## config.mk

```make
export PLATFORM = sky130hd
export DESIGN_NAME = ls193_pulse_sequencer
export DESIGN_NICKNAME = d
export VERILOG_FILES = /design/src/rtl/ls193_pulse_sequencer.sv
export SDC_FILE = /design/constraint.sdc
export NUM_CORES = 1
export LEC_CHECK = 0
export CORE_ASPECT_RATIO = 0.6
export CORE_UTILIZATION = 30
export CTS_BUF_LIST = sky130_fd_sc_hd__clkbuf_8
export CTS_CLUSTER_DIAMETER = 80
export DETAILED_ROUTE_END_ITERATION = 7
export PLACE_DENSITY = 0.51
export SYNTH_ARGS = -nofsm -noshare
export SYNTH_HDL_FRONTEND = slang
export SYNTH_SLANG_ARGS = --single-unit
```

## constraint.sdc

```tcl
create_clock -name clk -period 1.91 [get_ports clk]
set_input_delay 0.4775 -clock clk [delete_from_list [all_inputs] [get_ports clk]]
set_output_delay 0.4775 -clock clk [all_outputs]
set_load 0.005 [all_outputs]
```

## src/rtl/ls193_pulse_sequencer.sv

```systemverilog
// ----------------------------------------------------------------------------
// ls193_pulse_sequencer
//
// Command-driven controller for a single 74LS193-style 4-bit up/down counter.
// Each accepted command (clear, load, count up N, count down N) is turned into
// correctly timed pulses on the counter's MR, /PL, CPu and CPd pins. A shadow
// count runs in parallel and is compared against the counter's Q outputs once
// every command, and carry/borrow terminal counts are folded into a wrap flag.
//
// Parameters
//   PULSE_W    clocks per pulse phase (low/high of CPu/CPd, length of MR and
//              /PL assertion), 1..15
//
// Ports
//   clk        system clock, rising edge
//   clr        asynchronous active-high reset; also clears the counter
//   cmd_valid  command request
//   cmd_ready  high only while idle; accept = cmd_valid && cmd_ready
//   cmd_op     00 clear, 01 load, 10 count up, 11 count down
//   cmd_data   load value, or pulse count N (0 means 16)
//   ctr_data   counter parallel data (P inputs)
//   ctr_clr    counter master reset (MR)
//   ctr_load_n counter parallel load, active low (/PL)
//   ctr_up     counter CPu
//   ctr_down   counter CPd
//   ctr_q      counter Q outputs
//   ctr_co     counter /TCu
//   ctr_bo     counter /TCd
//   busy       high in every state except idle
//   done       one-cycle pulse when a command completes
//   wrap       the last count command passed 15 (up) or 0 (down)
//   q_err      ctr_q differed from the shadow count at the last check
// ----------------------------------------------------------------------------
module ls193_pulse_sequencer #(
    parameter int PULSE_W = 2
) (
    input  logic       clk,
    input  logic       clr,
    input  logic       cmd_valid,
    output logic       cmd_ready,
    input  logic [1:0] cmd_op,
    input  logic [3:0] cmd_data,
    output logic [3:0] ctr_data,
    output logic       ctr_clr,
    output logic       ctr_load_n,
    output logic       ctr_up,
    output logic       ctr_down,
    input  logic [3:0] ctr_q,
    input  logic       ctr_co,
    input  logic       ctr_bo,
    output logic       busy,
    output logic       done,
    output logic       wrap,
    output logic       q_err
);

    localparam logic [1:0] OP_CLR  = 2'b00;
    localparam logic [1:0] OP_LOAD = 2'b01;
    localparam logic [1:0] OP_UP   = 2'b10;
    localparam logic [3:0] TMR_INIT = 4'(PULSE_W - 1);

    typedef enum logic [2:0] {
        S_IDLE,
        S_CLR_ASSERT,
        S_LOAD_ASSERT,
        S_PULSE_LO,
        S_PULSE_HI,
        S_SETTLE,
        S_DONE
    } state_t;

    state_t     r_state;
    state_t     w_state_nx;
    logic [3:0] r_tmr;
    logic [4:0] r_rem;
    logic [1:0] r_op;
    logic [3:0] r_shadow;
    logic [3:0] r_ctr_data;
    logic       r_wrap;
    logic       r_q_err;

    logic       w_tmr_last;
    logic       w_accept;
    logic       w_up_op;
    logic       w_fsm_clear;
    logic       w_load_n;
    logic       w_up;
    logic       w_down;
    logic       w_done;

    assign w_tmr_last = (r_tmr == 4'd0);
    assign w_accept   = (r_state == S_IDLE) && cmd_valid;
    assign w_up_op    = (r_op == OP_UP);

    // State register
    always_ff @(posedge clk or posedge clr) begin
        if (clr) begin
            r_state <= S_IDLE;
        end else begin
            r_state <= w_state_nx;
        end
    end

    // Next-state and counter-pin decode
    always_comb begin
        w_state_nx  = r_state;
        w_fsm_clear = 1'b0;
        w_load_n    = 1'b1;
        w_up        = 1'b1;
        w_down      = 1'b1;
        w_done      = 1'b0;
        case (r_state)
            S_IDLE: begin
                if (cmd_valid) begin
                    case (cmd_op)
                        OP_CLR:  w_state_nx = S_CLR_ASSERT;
                        OP_LOAD: w_state_nx = S_LOAD_ASSERT;
                        default: w_state_nx = S_PULSE_LO;
                    endcase
                end
            end
            S_CLR_ASSERT: begin
                w_fsm_clear = 1'b1;
                if (w_tmr_last) w_state_nx = S_SETTLE;
            end
            S_LOAD_ASSERT: begin
                w_load_n = 1'b0;
                if (w_tmr_last) w_state_nx = S_SETTLE;
            end
            S_PULSE_LO: begin
                // Only the selected clock drops; the other stays high so the
                // counter sees exactly one rising edge per pulse.
                if (w_up_op) w_up   = 1'b0;
                else         w_down = 1'b0;
                if (w_tmr_last) w_state_nx = S_PULSE_HI;
            end
            S_PULSE_HI: begin
                // r_rem was already decremented on entry to this phase.
                if (w_tmr_last) w_state_nx = (r_rem == 5'd0) ? S_SETTLE : S_PULSE_LO;
            end
            S_SETTLE: begin
                w_state_nx = S_DONE;
            end
            S_DONE: begin
                w_done     = 1'b1;
                w_state_nx = S_IDLE;
            end
            default: begin
                w_state_nx = S_IDLE;
            end
        endcase
    end

    // Phase timer: reloaded on every state change, counts down to zero
    always_ff @(posedge clk or posedge clr) begin
        if (clr) begin
            r_tmr <= 4'd0;
        end else if (w_state_nx != r_state) begin
            r_tmr <= TMR_INIT;
        end else if (!w_tmr_last) begin
            r_tmr <= r_tmr - 4'd1;
        end
    end

    // Command latch, shadow count and status flags
    always_ff @(posedge clk or posedge clr) begin
        if (clr) begin
            r_op       <= OP_CLR;
            r_rem      <= 5'd0;
            r_shadow   <= 4'd0;
            r_ctr_data <= 4'd0;
            r_wrap     <= 1'b0;
            r_q_err    <= 1'b0;
        end else begin
            if (w_accept) begin
                r_op   <= cmd_op;
                r_wrap <= 1'b0;
                r_rem  <= {(cmd_data == 4'd0), cmd_data};
                if (cmd_op == OP_LOAD) r_ctr_data <= cmd_data;
            end
            if (r_state == S_CLR_ASSERT && w_tmr_last) begin
                r_shadow <= 4'd0;
            end
            if (r_state == S_LOAD_ASSERT && w_tmr_last) begin
                r_shadow <= r_ctr_data;
            end
            // The edge leaving PULSE_LO is the counter's count edge, so the
            // shadow steps together with the real counter. The terminal-count
            // pins are only meaningful while the clock is low, hence sampling
            // on the last low cycle.
            if (r_state == S_PULSE_LO && w_tmr_last) begin
                if (w_up_op ? !ctr_co : !ctr_bo) r_wrap <= 1'b1;
                r_shadow <= w_up_op ? (r_shadow + 4'd1) : (r_shadow - 4'd1);
                r_rem    <= r_rem - 5'd1;
            end
            if (r_state == S_SETTLE) begin
                r_q_err <= (ctr_q != r_shadow);
            end
        end
    end

    assign cmd_ready  = (r_state == S_IDLE);
    assign busy       = (r_state != S_IDLE);
    assign done       = w_done;
    assign wrap       = r_wrap;
    assign q_err      = r_q_err;
    assign ctr_data   = r_ctr_data;
    assign ctr_clr    = clr | w_fsm_clear;
    assign ctr_load_n = w_load_n;
    assign ctr_up     = w_up;
    assign ctr_down   = w_down;

endmodule

```

Word-level counts from Yosys, hierarchy flattened. Cells that the tools add are included.

Register bits after elaboration: 24. Latch bits: 0. Bits in writable memories: 0. Memory bits (read-only): 0. Bits of input ports: 15. Output and inout port bits: 13. Logic and storage cells: 66. Memories kept: 0.

$add $sub $neg: 4. Multipliers: 0. Div/mod/pow operators: 0. Order comparisons: 0. Equality and inequality tests: 11. Shifts and indexed selects: 0. Muxes and demuxes: 26. Bitwise logic cells: 1. Reductions and logical operators: 16.

Operators with widths (count): $mux 4 (6); $mux 3 (5); $pmux 3 s5 (1); $mux 1 (11); $mux 5 (2); $eq 3x3->1 const B (3); $logic_not 4->1 (2); $sub 4x1->4 const B (2); $eq 3x2->1 const B (2); $reduce_bool 3->1 (2); $logic_not 5->1 (1); $sub 5x1->5 const B (1); $add 4x1->4 const B (1); $logic_and 1x1->1 (4); $ne 4x4->1 (1); $pmux 2 s2 (1); $eq 3x1->1 const B (1); $logic_not 3->1 (1); $ne 3x3->1 (1); $eq 2x1->1 const B (1); $eq 2x2->1 const B (1); $logic_not 1->1 (2); $logic_not 2->1 (1); $ne 2x1->1 const B (1); other kinds (4) (4).

Longest topological paths before layout. Gate-level depths: netlist of run 1.

Word-level depth: 6. Mapped depth: 8.

Worst setup path before layout of run 1. OpenSTA, ideal clock, no wires.

Path type: register to register. From: reg r_tmr[0]. To: reg r_shadow[3]. Library setup time: 0.126 ns. Arrival time: 1.889 ns. Setup slack: -0.105 ns. Cell stages (with the launch flop): 9. Buffers on the path: 2. Period minus slack after synthesis: 2.015 ns. Cells stage by stage: dfrtp_1 inv_1 ha_1 or3b_1 buf_2 or3_1 buf_2 a221oi_2 nand2_1.

Word-level cells in the longest chain between the ends: 4. Elaborated cells on any way between the ends: 7.

RTL lines: from (decl) (RTL line 74) `logic [3:0] r_tmr;`; from (signal assigned) (RTL line 161) `r_tmr <= r_tmr - 4'd1;`; $logic_not 4->1 * (RTL line 91) `assign w_tmr_last = (r_tmr == 4'd0);`; $logic_and 1x1->1 (RTL line 184) `if (r_state == S_LOAD_ASSERT && w_tmr_last) begin`; $mux 4 (RTL line 184); $mux 4 (RTL line 191) `if (r_state == S_PULSE_LO && w_tmr_last) begin`; to (signal assigned) (RTL line 185) `r_shadow <= r_ctr_data;`; to (signal assigned) (RTL line 193) `r_shadow <= w_up_op ? (r_shadow + 4'd1) : (r_shadow - 4'd1);`; to (decl) (RTL line 77) `logic [3:0] r_shadow;`.

Mark *: on every way between the ends. The rest lies on a longest branch, timed or not. A chain may end at the register's enable or synchronous reset.

Final worst setup path of run 1.
From: reg r_tmr[1]. To: reg r_shadow[3].

The elaborated chain is that of the path after synthesis.

==> results of run 1 <==
[state kept, by name, summed over array words and instances (netlist names)]
| name | cells |
|---|---|
| ctr_data | 4 |
| q_err | 1 |
| r_op | 2 |
| r_rem | 5 |
| r_shadow | 4 |
| r_state | 3 |
| r_tmr | 4 |
| wrap | 1 |
[cell usage in the layout (no fill, tap or decap), types with 3 or more instances in the layout]
cell	netlist	layout
sky130_fd_sc_hd__clkdlybuf4s50_1	0	20
sky130_fd_sc_hd__nor2_1	12	12
sky130_fd_sc_hd__xor2_1	5	5
sky130_fd_sc_hd__ha_1	5	4
sky130_fd_sc_hd__buf_4	0	40
sky130_fd_sc_hd__a21oi_1	7	6
sky130_fd_sc_hd__dlygate4sd2_1	0	3
sky130_fd_sc_hd__nand2b_1	4	3
sky130_fd_sc_hd__mux2_1	5	4
sky130_fd_sc_hd__clkbuf_8	0	3
sky130_fd_sc_hd__o21ai_1	6	6
sky130_fd_sc_hd__nand3b_1	4	4
sky130_fd_sc_hd__a22oi_1	3	3
sky130_fd_sc_hd__o21ai_0	4	3
sky130_fd_sc_hd__dfrtp_1	24	21
sky130_fd_sc_hd__inv_1	9	7
sky130_fd_sc_hd__nand2_1	20	20
sky130_fd_sc_hd__dfrtp_2	0	3
[power by group through the flow]
stage               clock network [W]  registers, W  logic (W)
global placement                    0      0.000952    0.00173
global route                 0.000503      0.000955    0.00231
floorplan                           0      0.000863    0.00103
CTS                          0.000478      0.000935    0.00191
finish                       0.000466      0.000923    0.00211
detailed placement                  0      0.000957    0.00176
[area by class of cell]
type                            instances  area [um2]  area share [%]
Timing Repair Buffer                   67         567            24.8
Clock inverter                          1        30.0            1.31
Multi-Input combinational cell        123         933            40.8
Inverter                                9        33.8            1.48
Tap cell                               63        78.8            3.44
Clock buffer                            3        41.3            1.80
Sequential cell                        24         604            26.4
[cell usage after synthesis (4+ instances only)]
library cell / count
sky130_fd_sc_hd__dfrtp_1: 24
sky130_fd_sc_hd__o21ai_1: 6
sky130_fd_sc_hd__ha_1: 5
sky130_fd_sc_hd__a21oi_1: 7
sky130_fd_sc_hd__nand2b_1: 4
sky130_fd_sc_hd__nand3b_1: 4
sky130_fd_sc_hd__o21ai_0: 4
sky130_fd_sc_hd__or3_1: 4
sky130_fd_sc_hd__nor2_1: 12
sky130_fd_sc_hd__mux2_1: 5
sky130_fd_sc_hd__inv_1: 9
sky130_fd_sc_hd__nor2b_1: 4
sky130_fd_sc_hd__clkbuf_1: 6
sky130_fd_sc_hd__xor2_1: 5
sky130_fd_sc_hd__nand2_1: 20
[logic make-up after synthesis]
family                     Yosys count  synth area share [%]
AOI/OAI and AO/OA                   41                  19.2
xor gates and xnor gates             6                  3.47
adders and majority gates            6                  5.45
buffers and inverters               17                  4.37
DFF                                 24                  39.6
muxes                                6                  4.37
and+or+nand+nor                     64                  23.5
[layer usage]
| layer | GRT usage [%] | share of wire [%] | vias to the layer above | wire (um) |
|---|---|---|---|---|
| li1 | - | - | 720 | - |
| met1 | 27.2 | 52 | 738 | 2340 |
| met2 | 26.0 | 42 | 42 | 1900 |
| met3 | 4.27 | 6.0 | 2 | 272 |
| met4 | 2.64 | 0.38 | 0 | 17 |
| met5 | 0 | 0 | - | 0 |
[worst max-delay path by stage]
stage / end / slack, ps / depth (start not counted)
floorplan: r_shadow[3] / -50 / 8
global placement: r_rem[2] / -240 / 5
detailed placement: r_rem[2] / -280 / 5
CTS: done / -210 / 4
global route: r_shadow[3] / -70 / 6
finish: r_shadow[3] / 8 / 6
[metrics by stage]
| step | setup slack, ps | hold WS (ps) | std cells | setup TNS [ps] |
|---|---|---|---|---|
| floorplan | -50.2 | 471 | 164 | -95.4 |
| global placement | -237 | 461 | 274 | -984 |
| detailed placement | -277 | 473 | 274 | -1300 |
| CTS | -215 | 495 | 284 | -402 |
| global route | -67.4 | 549 | 290 | -83.5 |
| finish | 8.43 | 484 | 290 | 0 |
[worst max-delay path, cell delays in order (launching register included)]
cell                       delay [ps]
sky130_fd_sc_hd__dfrtp_1          410
sky130_fd_sc_hd__inv_2             80
sky130_fd_sc_hd__ha_4             120
sky130_fd_sc_hd__or3b_4           380
sky130_fd_sc_hd__or3_4            430
sky130_fd_sc_hd__a221oi_2         280
sky130_fd_sc_hd__nand2_1           90
[what timing repair did]
item / CTS / global route
buffers inserted: 6 / 6
cloned: 0 / 0
endpoints found under the setup margin: 9 / 10
hold buffers: 0 / 0
resized for setup: 16 / 18
pin swaps: 1 / 3
==> impl_summary.txt, run 1 <==
----------------------------------------------------
[Outcome]
  Outcome ... completed

[Clock network]
  TritonCTS clock tree ... built
  Root Buffer Master ... sky130_fd_sc_hd__clkbuf_8
  Number of sinks on the clock net ... 24
  Post-CTS clock slew at the launch and capture registers of the worst setup and hold paths ... roughly 100 ps
  Worst skew pair latency ... 270 ps
  Cts bufs inserted ... 3
  Maximum clock path buffer count ... 2
  H-tree depth reported by CTS ... 1

[Power and ir drop]
  Net Sw Frac ... between 30% and 40%
  Comb pwr share ... about three fifths
  Internal power consumption ... around 0.0021 W
  P_leak ... just over 1 nW
  Maximum vdd ir drop ... about 0.00049 V
  Switching Power ... approximately 0.0014 W
  Power density cells ... roughly 1500 nW/um2
  Total chip power ... 0.00350 W
  Sequential Power Share ... 26.4%
  Clock power share ... about an eighth

[Logic synthesis]
  Flip-flop and latch count after synthesis ... 24
  Number of synthesized flops with an enable pin ... 0
  Warning count from the yosys run ... 0
  Most used flip-flop cell after synthesis ... sky130_fd_sc_hd__dfrtp_1
  Post-synthesis cell type with the largest combined area ... sky130_fd_sc_hd__dfrtp_1
  Fraction of synthesized cell area taken by the top area cell type ... 39.6%
  Post-synthesis instance area ... between 1500 and 2000 um2
  Average cell area after synthesis ... 9.25 um2
  Synthesized instance count ... ~160
  Fraction of registers with async set/reset ... between 90% and 100%
  Synth top area cells ... sky130_fd_sc_hd__dfrtp_1, sky130_fd_sc_hd__nand2_1, sky130_fd_sc_hd__ha_1, sky130_fd_sc_hd__mux2_1, sky130_fd_sc_hd__nor2_1
  Proportion of synthesized chip area in sequential cells ... approximately 40%
  Netlist cell types ... 45
  Syn nets ... 185

[Routing]
  Antenna violation net count after detailed routing ... 0
  Vias after detailed routing ... 1502
  Vias per Instance ... between 5 and 6
  First DRT Iteration DRCs ... 85
  Final routed DRC violation total ... 0
  Average wire length per cell after detail routing ... ~16 um
  First-pass iteration count of the detailed router ... 4
  Routed wire length ... 4530 um

[Layout]
  Nets@finish ... 249
  Share of layout cells above drive strength 1 ... between 20% and 30%
  Fill cell instance count of the final layout ... between 400 and 500
  Final design instance area without fill ... 2290 um2
  Antenna diode count ... 0
  Layout area overhead ... 50.9%
  Final core utilization ... between 40% and 50%

[Flow run]
  Number of max-cap violations ... 0

[Min path]
  Class of the worst hold path ... reg -> reg
  Critical hold path startpoint ... q_err
  Destination of the worst hold path ... q_err
  Number of cells on the worst hold path ... 2

[STA]
  Worst Clk Skew ... between 2 and 2.5 ps
  Max-slew violations ... 0
  Final period util ... between 90% and 100%
  Tmin final ... ~1900 ps
  Remaining max-slew budget at the tightest pin ... 75.7%
  Setup Viol. Count Final ... 0
  RSZ-0062 raised after global routing ... yes
  Max Clock Freq ... ~0.53 GHz
  Slew @ Worst Pin ... 355 ps
  Number of hold violations in the final report ... 0

[Die]
  Die Width ... ~94 um
  Number of primary I/O pins ... 28
  Area enclosed by the die boundary ... approximately 5400 um2
  Site row count ... 19
  Initial Utilization ... around 32%
  Core Box Area ... roughly 4700 um2
  Die height ... 57.1 um

[Critical path]
  Worst-case reg-to-reg path depth ... 6
  CP max FO ... 3
  Beginning of the worst register-to-register path ... r_tmr[1]
  Crit path DAT ... around 2100 ps
  Startpoint Class ... flip-flop
  Critical Path RT ... 2070 ps
  Worst reg-to-reg setup slack ... 8 ps
  Startpoint-to-endpoint class of the critical path ... reg -> reg
  Critical Path Sink Type ... flip-flop
  Critical Path Start ... r_tmr[1]
  Worst r2r dst ... r_shadow[3]

[Place]
  Sum of net half-perimeters after detailed placement ... 3350 um
  Routability-driven placement congestion ratio ... 0.799
  Placement Cell Area ... between 2000 and 2500 um2
  Total of buffers placed on input and output ports ... 27

[Global routing]
  Grt total ovfl ... 0
  Pin count of the biggest net entering global routing ... 25
  Antenna violations before repair ... 0
  Wire length of the first global-routing pass ... roughly 7200 um
  Vias in the first global route ... ~1500
  GRT Util Overall ... 17.8%

----------------------------------------------------
(Power assumes the default switching activity.)
==> inputs of run 2 (changes only) <==
- SETUP_SLACK_MARGIN: not set -> 0.3
==> run 2 against run 1 <==
  * Sequential share of layout area shrank 3.6 points
  * Count of clock-buffer cells in the layout is the same
  * Clock power is essentially flat
  * Via count grew 4.5%
  * Non-clock buffer count grew 20
  * Maximum frequency grew 4.3%
  * Sequential cell count is the same
  * Hold slack lost 150 ps
  * Total power grew 20%
  * Utilization grew 7.8 points
  * Combinational power grew 33%
==> impl_summary.txt, run 2 (synthesized netlist as in run 1, its figures left out) <==
----------------------------------------------------
[Global routing]
  Antenna violations before repair ... 0
  GRT Util Overall ... 19.5%
  Pin count of the biggest net entering global routing ... 25
  Wire length of the first global-routing pass ... about 8000 um
  Grt total ovfl ... 0
  Vias in the first global route ... about 1600

[Routing]
  Average wire length per cell after detail routing ... roughly 16 um
  Vias after detailed routing ... 1570
  Routed wire length ... about 5000 um
  First-pass iteration count of the detailed router ... 4
  Final routed DRC violation total ... 0
  Vias per Instance ... roughly 5
  Antenna violation net count after detailed routing ... 0
  First DRT Iteration DRCs ... 56

[Clock network]
  Hold-fix buffer count after cts ... 0
  TritonCTS clock tree ... built
  Post-CTS clock slew at the launch and capture registers of the worst setup and hold paths ... 90 ps
  H-tree depth reported by CTS ... 1
  Maximum clock path buffer count ... 2
  Root Buffer Master ... sky130_fd_sc_hd__clkbuf_8
  Number of sinks on the clock net ... 24
  Cts bufs inserted ... 3
  Worst skew pair latency ... about 270 ps

[STA]
  Final period util ... between 90% and 100%
  Worst-case hold slack ... ~330 ps
  Remaining max-slew budget at the tightest pin ... between 70% and 80%
  Worst Clk Skew ... around 2.8 ps
  Slew @ Worst Pin ... approximately 360 ps
  Max-slew violations ... 0
  Number of hold violations in the final report ... 0
  Max Clock Freq ... approximately 0.55 GHz
  Tmin final ... 1820 ps
  RSZ-0062 raised after global routing ... yes
  Setup Viol. Count Final ... 0

[Critical path]
  Crit path DAT ... ~1300 ps
  Startpoint-to-endpoint class of the critical path ... reg -> out
  Worst path most repeated cell ... sky130_fd_sc_hd__buf_6
  Startpoint Class ... flip-flop
  Cells along the critical path ... buf_6 > or3_4 > inv_2 > buf_6
  Critical path's slowest cell ... sky130_fd_sc_hd__dfrtp_2
  Stage delay of the slowest cell on the critical path ... roughly 470 ps
  CP max FO ... 6
  Critical Path Sink Type ... output port
  Critical Path RT ... 1430 ps

[Die]
  Initial Utilization ... approximately a third
  Number of primary I/O pins ... 28
  Site row count ... 19
  Die height ... 57.1 um
  Core Box Area ... approximately 4700 um2
  Area enclosed by the die boundary ... around 5400 um2
  Die Width ... 93.8 um

[Layout]
  Nets@finish ... around 270
  Commonest cells after routing, fill and taps aside ... sky130_fd_sc_hd__buf_4, sky130_fd_sc_hd__dfrtp_1, sky130_fd_sc_hd__buf_6
  Antenna diode count ... 0
  Share of layout cells above drive strength 1 ... about half
  Final core utilization ... 56.4%
  Leading cell type in the layout, fill and taps excluded ... sky130_fd_sc_hd__buf_4
  Layout area overhead ... 75.1%
  Fill cell instance count of the final layout ... ~400
  Number of flip-flops in the largest register ... 5
  Register name with the most flops ... r_rem

[Place]
  Total of buffers placed on input and output ports ... 27
  Sum of net half-perimeters after detailed placement ... 3280 um
  Routability-driven placement congestion ratio ... 0.891

[Power and ir drop]
  Power density cells ... roughly 1600 nW/um2
  P_leak ... 1.20 nW
  Total chip power ... 0.00420 W
  Maximum vdd ir drop ... around 0.0006 V

[Outcome]
  Outcome ... completed

[Min path]
  Class of the worst hold path ... in -> async

[Flow run]
  Number of max-cap violations ... 0

----------------------------------------------------
run 2: area by class of cell:
type,instances,area (um2),share of cell area [%]
multi-input combinational,123,1090,41.0
timing repair buffer,87,773,29.1
sequential,24,604,22.8
tap,63,78.8,2.97
clock buffer,3,41.3,1.56
inverter,9,37.5,1.41
clock inverter,1,30.0,1.13
run 2: where the power goes:
group / switching [W] / internal [W] / total (W) / leakage [nW]
Sequential: 0.000205 / 0.000720 / 0.000926 / 0.299
Clock: 0.000183 / 0.000281 / 0.000464 / 0.0357
Combinational: 0.00124 / 0.00157 / 0.00281 / 0.867
Total: 0.00163 / 0.00257 / 0.00420 / 1.20
run 2: through the flow:
step | TNS (ps) | instance area [um2] | setup slack (ps) | instances
after floorplan | -95.0 | 1550 | -50.0 | 164
after global placement | -1130 | 2050 | -313 | 272
after detailed placement | -1240 | 2050 | -315 | 272
after CTS | 0 | 2470 | 56.4 | 302
after global routing | 0 | 2660 | 34.4 | 310
final | 0 | 2660 | 87.7 | 310
run 2: path summary, 6_finish.rpt:
kind,startpoint,to,slack (ps),cells after the start
max in group asynchronous,clr,r_state[1],1320,3
worst min-delay path,clr,q_err,330,3
min in group clk,wrap,wrap,510,1
worst max register to register,r_tmr[0],r_shadow[3],100,6
worst max-delay path,r_state[2],cmd_ready,90,4
worst min register to register,wrap,wrap,510,1
run 2: layer usage:
metal | part of all wire [%] | wire [um] | vias up | GRT usage, %
met5 | 0 | 0 | - | 0
li1 | - | - | 761 | -
met2 | 46 | 2280 | 40 | 31.2
met3 | 5.6 | 280 | 5 | 3.33
met1 | 48 | 2400 | 764 | 28.8
met4 | 0.72 | 36 | 0 | 1.98
run 2: what timing repair did:
item,CTS,global route
endpoints found under the setup margin,33,31
gates cloned,0,0
pin swaps,15,15
buffers inserted,26,8
gates resized for setup,88,31
run 2: critical path, delay by kind of cell (launching register included):
family / cells / cell delay (ps)
buf+inv: 3 / 270
flops: 1 / 470
simple gates: 1 / 330
==> inputs of run 3 (changes only) <==
- CORE_UTILIZATION: 30 -> 40
- PLACE_DENSITY: 0.51 -> 0.64
- SLEW_MARGIN: not set -> 5
==> run 3 against run 2 <==
  * The flow now finishes with violations (setup timing)
  * Maximum frequency fell by 10%
  * Non-clock buffer count grew 5
  * First-iteration DRC count grew to 3.5 times the previous value
  * Critical path type is now reg -> reg
==> impl_summary.txt, run 3 (synthesized netlist as in run 1, its figures left out) <==
----------------------------------------------------
[Layout]
  Leading cell type in the layout, fill and taps excluded ... sky130_fd_sc_hd__buf_4
  Antenna diode count ... 0
  Share of layout cells above drive strength 1 ... a little under three fifths
  Nets@finish ... approximately 270
  Commonest cells after routing, fill and taps aside ... sky130_fd_sc_hd__buf_4, sky130_fd_sc_hd__buf_6, sky130_fd_sc_hd__dfrtp_1
  Register name with the most flops ... r_rem
  Final core utilization ... between 80% and 90%
  Fill cell instance count of the final layout ... about 170
  Layout area overhead ... 85.6%
  Number of flip-flops in the largest register ... 5

[STA]
  Remaining max-slew budget at the tightest pin ... roughly two thirds
  Setup TNS ... -129 ps
  Max Clock Freq ... slightly below 0.5 GHz
  Tmin final ... approximately 2000 ps
  Worst Clk Skew ... approximately 5.6 ps
  RSZ-0062 raised after global routing ... yes
  Post-layout worst setup margin ... -122 ps
  Slew @ Worst Pin ... about 480 ps
  Max-slew violations ... 0
  Number of hold violations in the final report ... 0
  Final period util ... 106%
  Setup Viol. Count Final ... 3
  Worst-case hold slack ... between 400 and 500 ps

[Routing]
  Final routed DRC violation total ... 0
  Antenna violation net count after detailed routing ... 0
  Vias after detailed routing ... 1904
  First DRT Iteration DRCs ... about 200
  Average wire length per cell after detail routing ... between 20 and 25 um
  First-pass iteration count of the detailed router ... 7
  Vias per Instance ... between 6 and 7
  Routed wire length ... just over 7000 um

[Global routing]
  GRT Util Overall ... between 30% and 40%
  GR Util met3 ... about 8.3%
  Met1 GRT Util ... approximately two fifths
  Grt total ovfl ... 0
  Vias in the first global route ... about 1700
  Pin count of the biggest net entering global routing ... 25
  Global-route met2 utilization ... roughly 49%
  Antenna violations before repair ... 0
  Layer with the highest usage after global routing ... met2
  Wire length of the first global-routing pass ... 8870 um

[Critical path]
  Beginning of the worst register-to-register path ... r_tmr[0]
  Startpoint Class ... flip-flop
  Cells along the critical path ... inv_2 > ha_4 > or3b_4 > or3_4 > a221oi_2 > nand2_1
  Worst-case reg-to-reg path depth ... 6
  Critical Path Sink Type ... flip-flop
  Critical path's slowest cell ... sky130_fd_sc_hd__dfrtp_1
  Combined buffer and inverter count along the critical path ... 1
  Crit path DAT ... between 2000 and 2500 ps
  Family of cells with the greatest summed delay on the critical path ... simple AND/OR/NAND/NOR gates
  CP endpoint ... r_shadow[3]
  Worst reg-to-reg setup slack ... -120 ps
  Critical Path RT ... roughly 2100 ps
  Startpoint-to-endpoint class of the critical path ... reg -> reg
  CP max FO ... 3
  Logic depth of the worst setup path including buffers ... 6
  Worst r2r dst ... r_shadow[3]
  Stage delay of the slowest cell on the critical path ... approximately 430 ps
  Critical Path Start ... r_tmr[0]

[Min path]
  Class of the worst hold path ... in -> async

[Outcome]
  Outcome ... complete, but fails checks
  Violations in the final reports ... setup timing

[Die]
  Site row count ... 16
  Core Box Area ... 3420 um2
  Die Width ... about 80 um
  Die height ... between 40 and 50 um
  Initial Utilization ... between 40% and 50%
  Area enclosed by the die boundary ... approximately 4000 um2
  Number of primary I/O pins ... 28

[Clock network]
  Worst skew pair latency ... slightly below 300 ps
  Number of sinks on the clock net ... 24
  Maximum clock path buffer count ... 2
  Post-CTS clock slew at the launch and capture registers of the worst setup and hold paths ... around 100 ps
  H-tree depth reported by CTS ... 1
  TritonCTS clock tree ... built
  Cts bufs inserted ... 3
  Root Buffer Master ... sky130_fd_sc_hd__clkbuf_8

[Flow run]
  Number of max-cap violations ... 0

[Power and ir drop]
  P_leak ... approximately 1.3 nW
  Power density cells ... 1730 nW/um2
  Maximum vdd ir drop ... 0.00109 V

[Place]
  Total of buffers placed on input and output ports ... 27
  Routability-driven placement congestion ratio ... 0.817
  Worst Setup Slack post-DPL ... -267 ps
  Sum of net half-perimeters after detailed placement ... about 3200 um

----------------------------------------------------
-- run 3: changes by cell type in the layout (fill, tap and decap cells not counted), moves of 2 or more --
| cell | before | now |
|---|---|---|
| sky130_fd_sc_hd__buf_6 | 20 | 28 |
| sky130_fd_sc_hd__buf_4 | 42 | 39 |
| sky130_fd_sc_hd__nand2_1 | 15 | 12 |
| sky130_fd_sc_hd__a21oi_1 | 6 | 4 |
| sky130_fd_sc_hd__a21oi_2 | 1 | 3 |
| sky130_fd_sc_hd__buf_12 | 0 | 2 |
| sky130_fd_sc_hd__o2111ai_1 | 2 | 0 |
| sky130_fd_sc_hd__o21ai_1 | 4 | 2 |
| sky130_fd_sc_hd__o21ai_2 | 2 | 4 |
-- run 3: metrics by stage --
stage | cell area [um2] | power, W | instances
final | 2810 | 0.00487 | 297
after global routing | 2810 | 0.00505 | 297
after CTS | 2510 | 0.00394 | 284
after detailed placement | 2020 | 0.00272 | 252
after global placement | 2020 | 0.00266 | 252
after floorplan | 1550 | 0.00192 | 164
-- run 3: repair_timing --
action                                  CTS  global route
endpoints found under the setup margin   31            31
endpoints found under the hold margin     0             0
setup buffers                            28            13
resized for setup                       100            45
hold buffers                              0             0
pin swaps                                15            16
-- run 3: how the worst min path moves through the flow --
| stage | start | slack (ps) | end | cells past startpoint |
|---|---|---|---|---|
| finish | clr | 440 | r_state[2] | 3 |
| floorplan | clr | 360 | ctr_data[0] | 1 |
| global route | clr | 480 | r_tmr[1] | 3 |
| CTS | clr | 450 | r_tmr[1] | 3 |
| global placement | q_err | 460 | q_err | 2 |
| detailed placement | q_err | 490 | q_err | 2 |
-- run 3: routing by layer --
layer | vias to the layer above | wire (um)
met5 | - | 0
met2 | 161 | 3110
met1 | 920 | 2910
met4 | 0 | 386
li1 | 771 | -
met3 | 52 | 694
-- run 3: power by group --
part / internal [W] / switching [W]
combinational: 0.00180 / 0.00160
clock: 0.000281 / 0.000195
sequential: 0.000722 / 0.000270
total: 0.00280 / 0.00206
-- run 3: worst register-to-register path: cells and delay by family (launching register included) --
| kind | cells | cell delay (ps) |
|---|---|---|
| fa+ha+maj | 1 | 130 |
| compound gates | 1 | 360 |
| buf+inv | 1 | 100 |
| simple gates | 3 | 900 |
| flops | 1 | 430 |
-- run 3: area by class of cell --
type,instances,area (um2),area share (%)
Inverter,9,37.5,1.33
Sequential cell,24,606,21.5
Timing Repair Buffer,92,857,30.5
Tap cell,45,56.3,2.00
Clock inverter,1,30.0,1.07
Clock buffer,3,41.3,1.47
Multi-Input combinational cell,123,1190,42.2
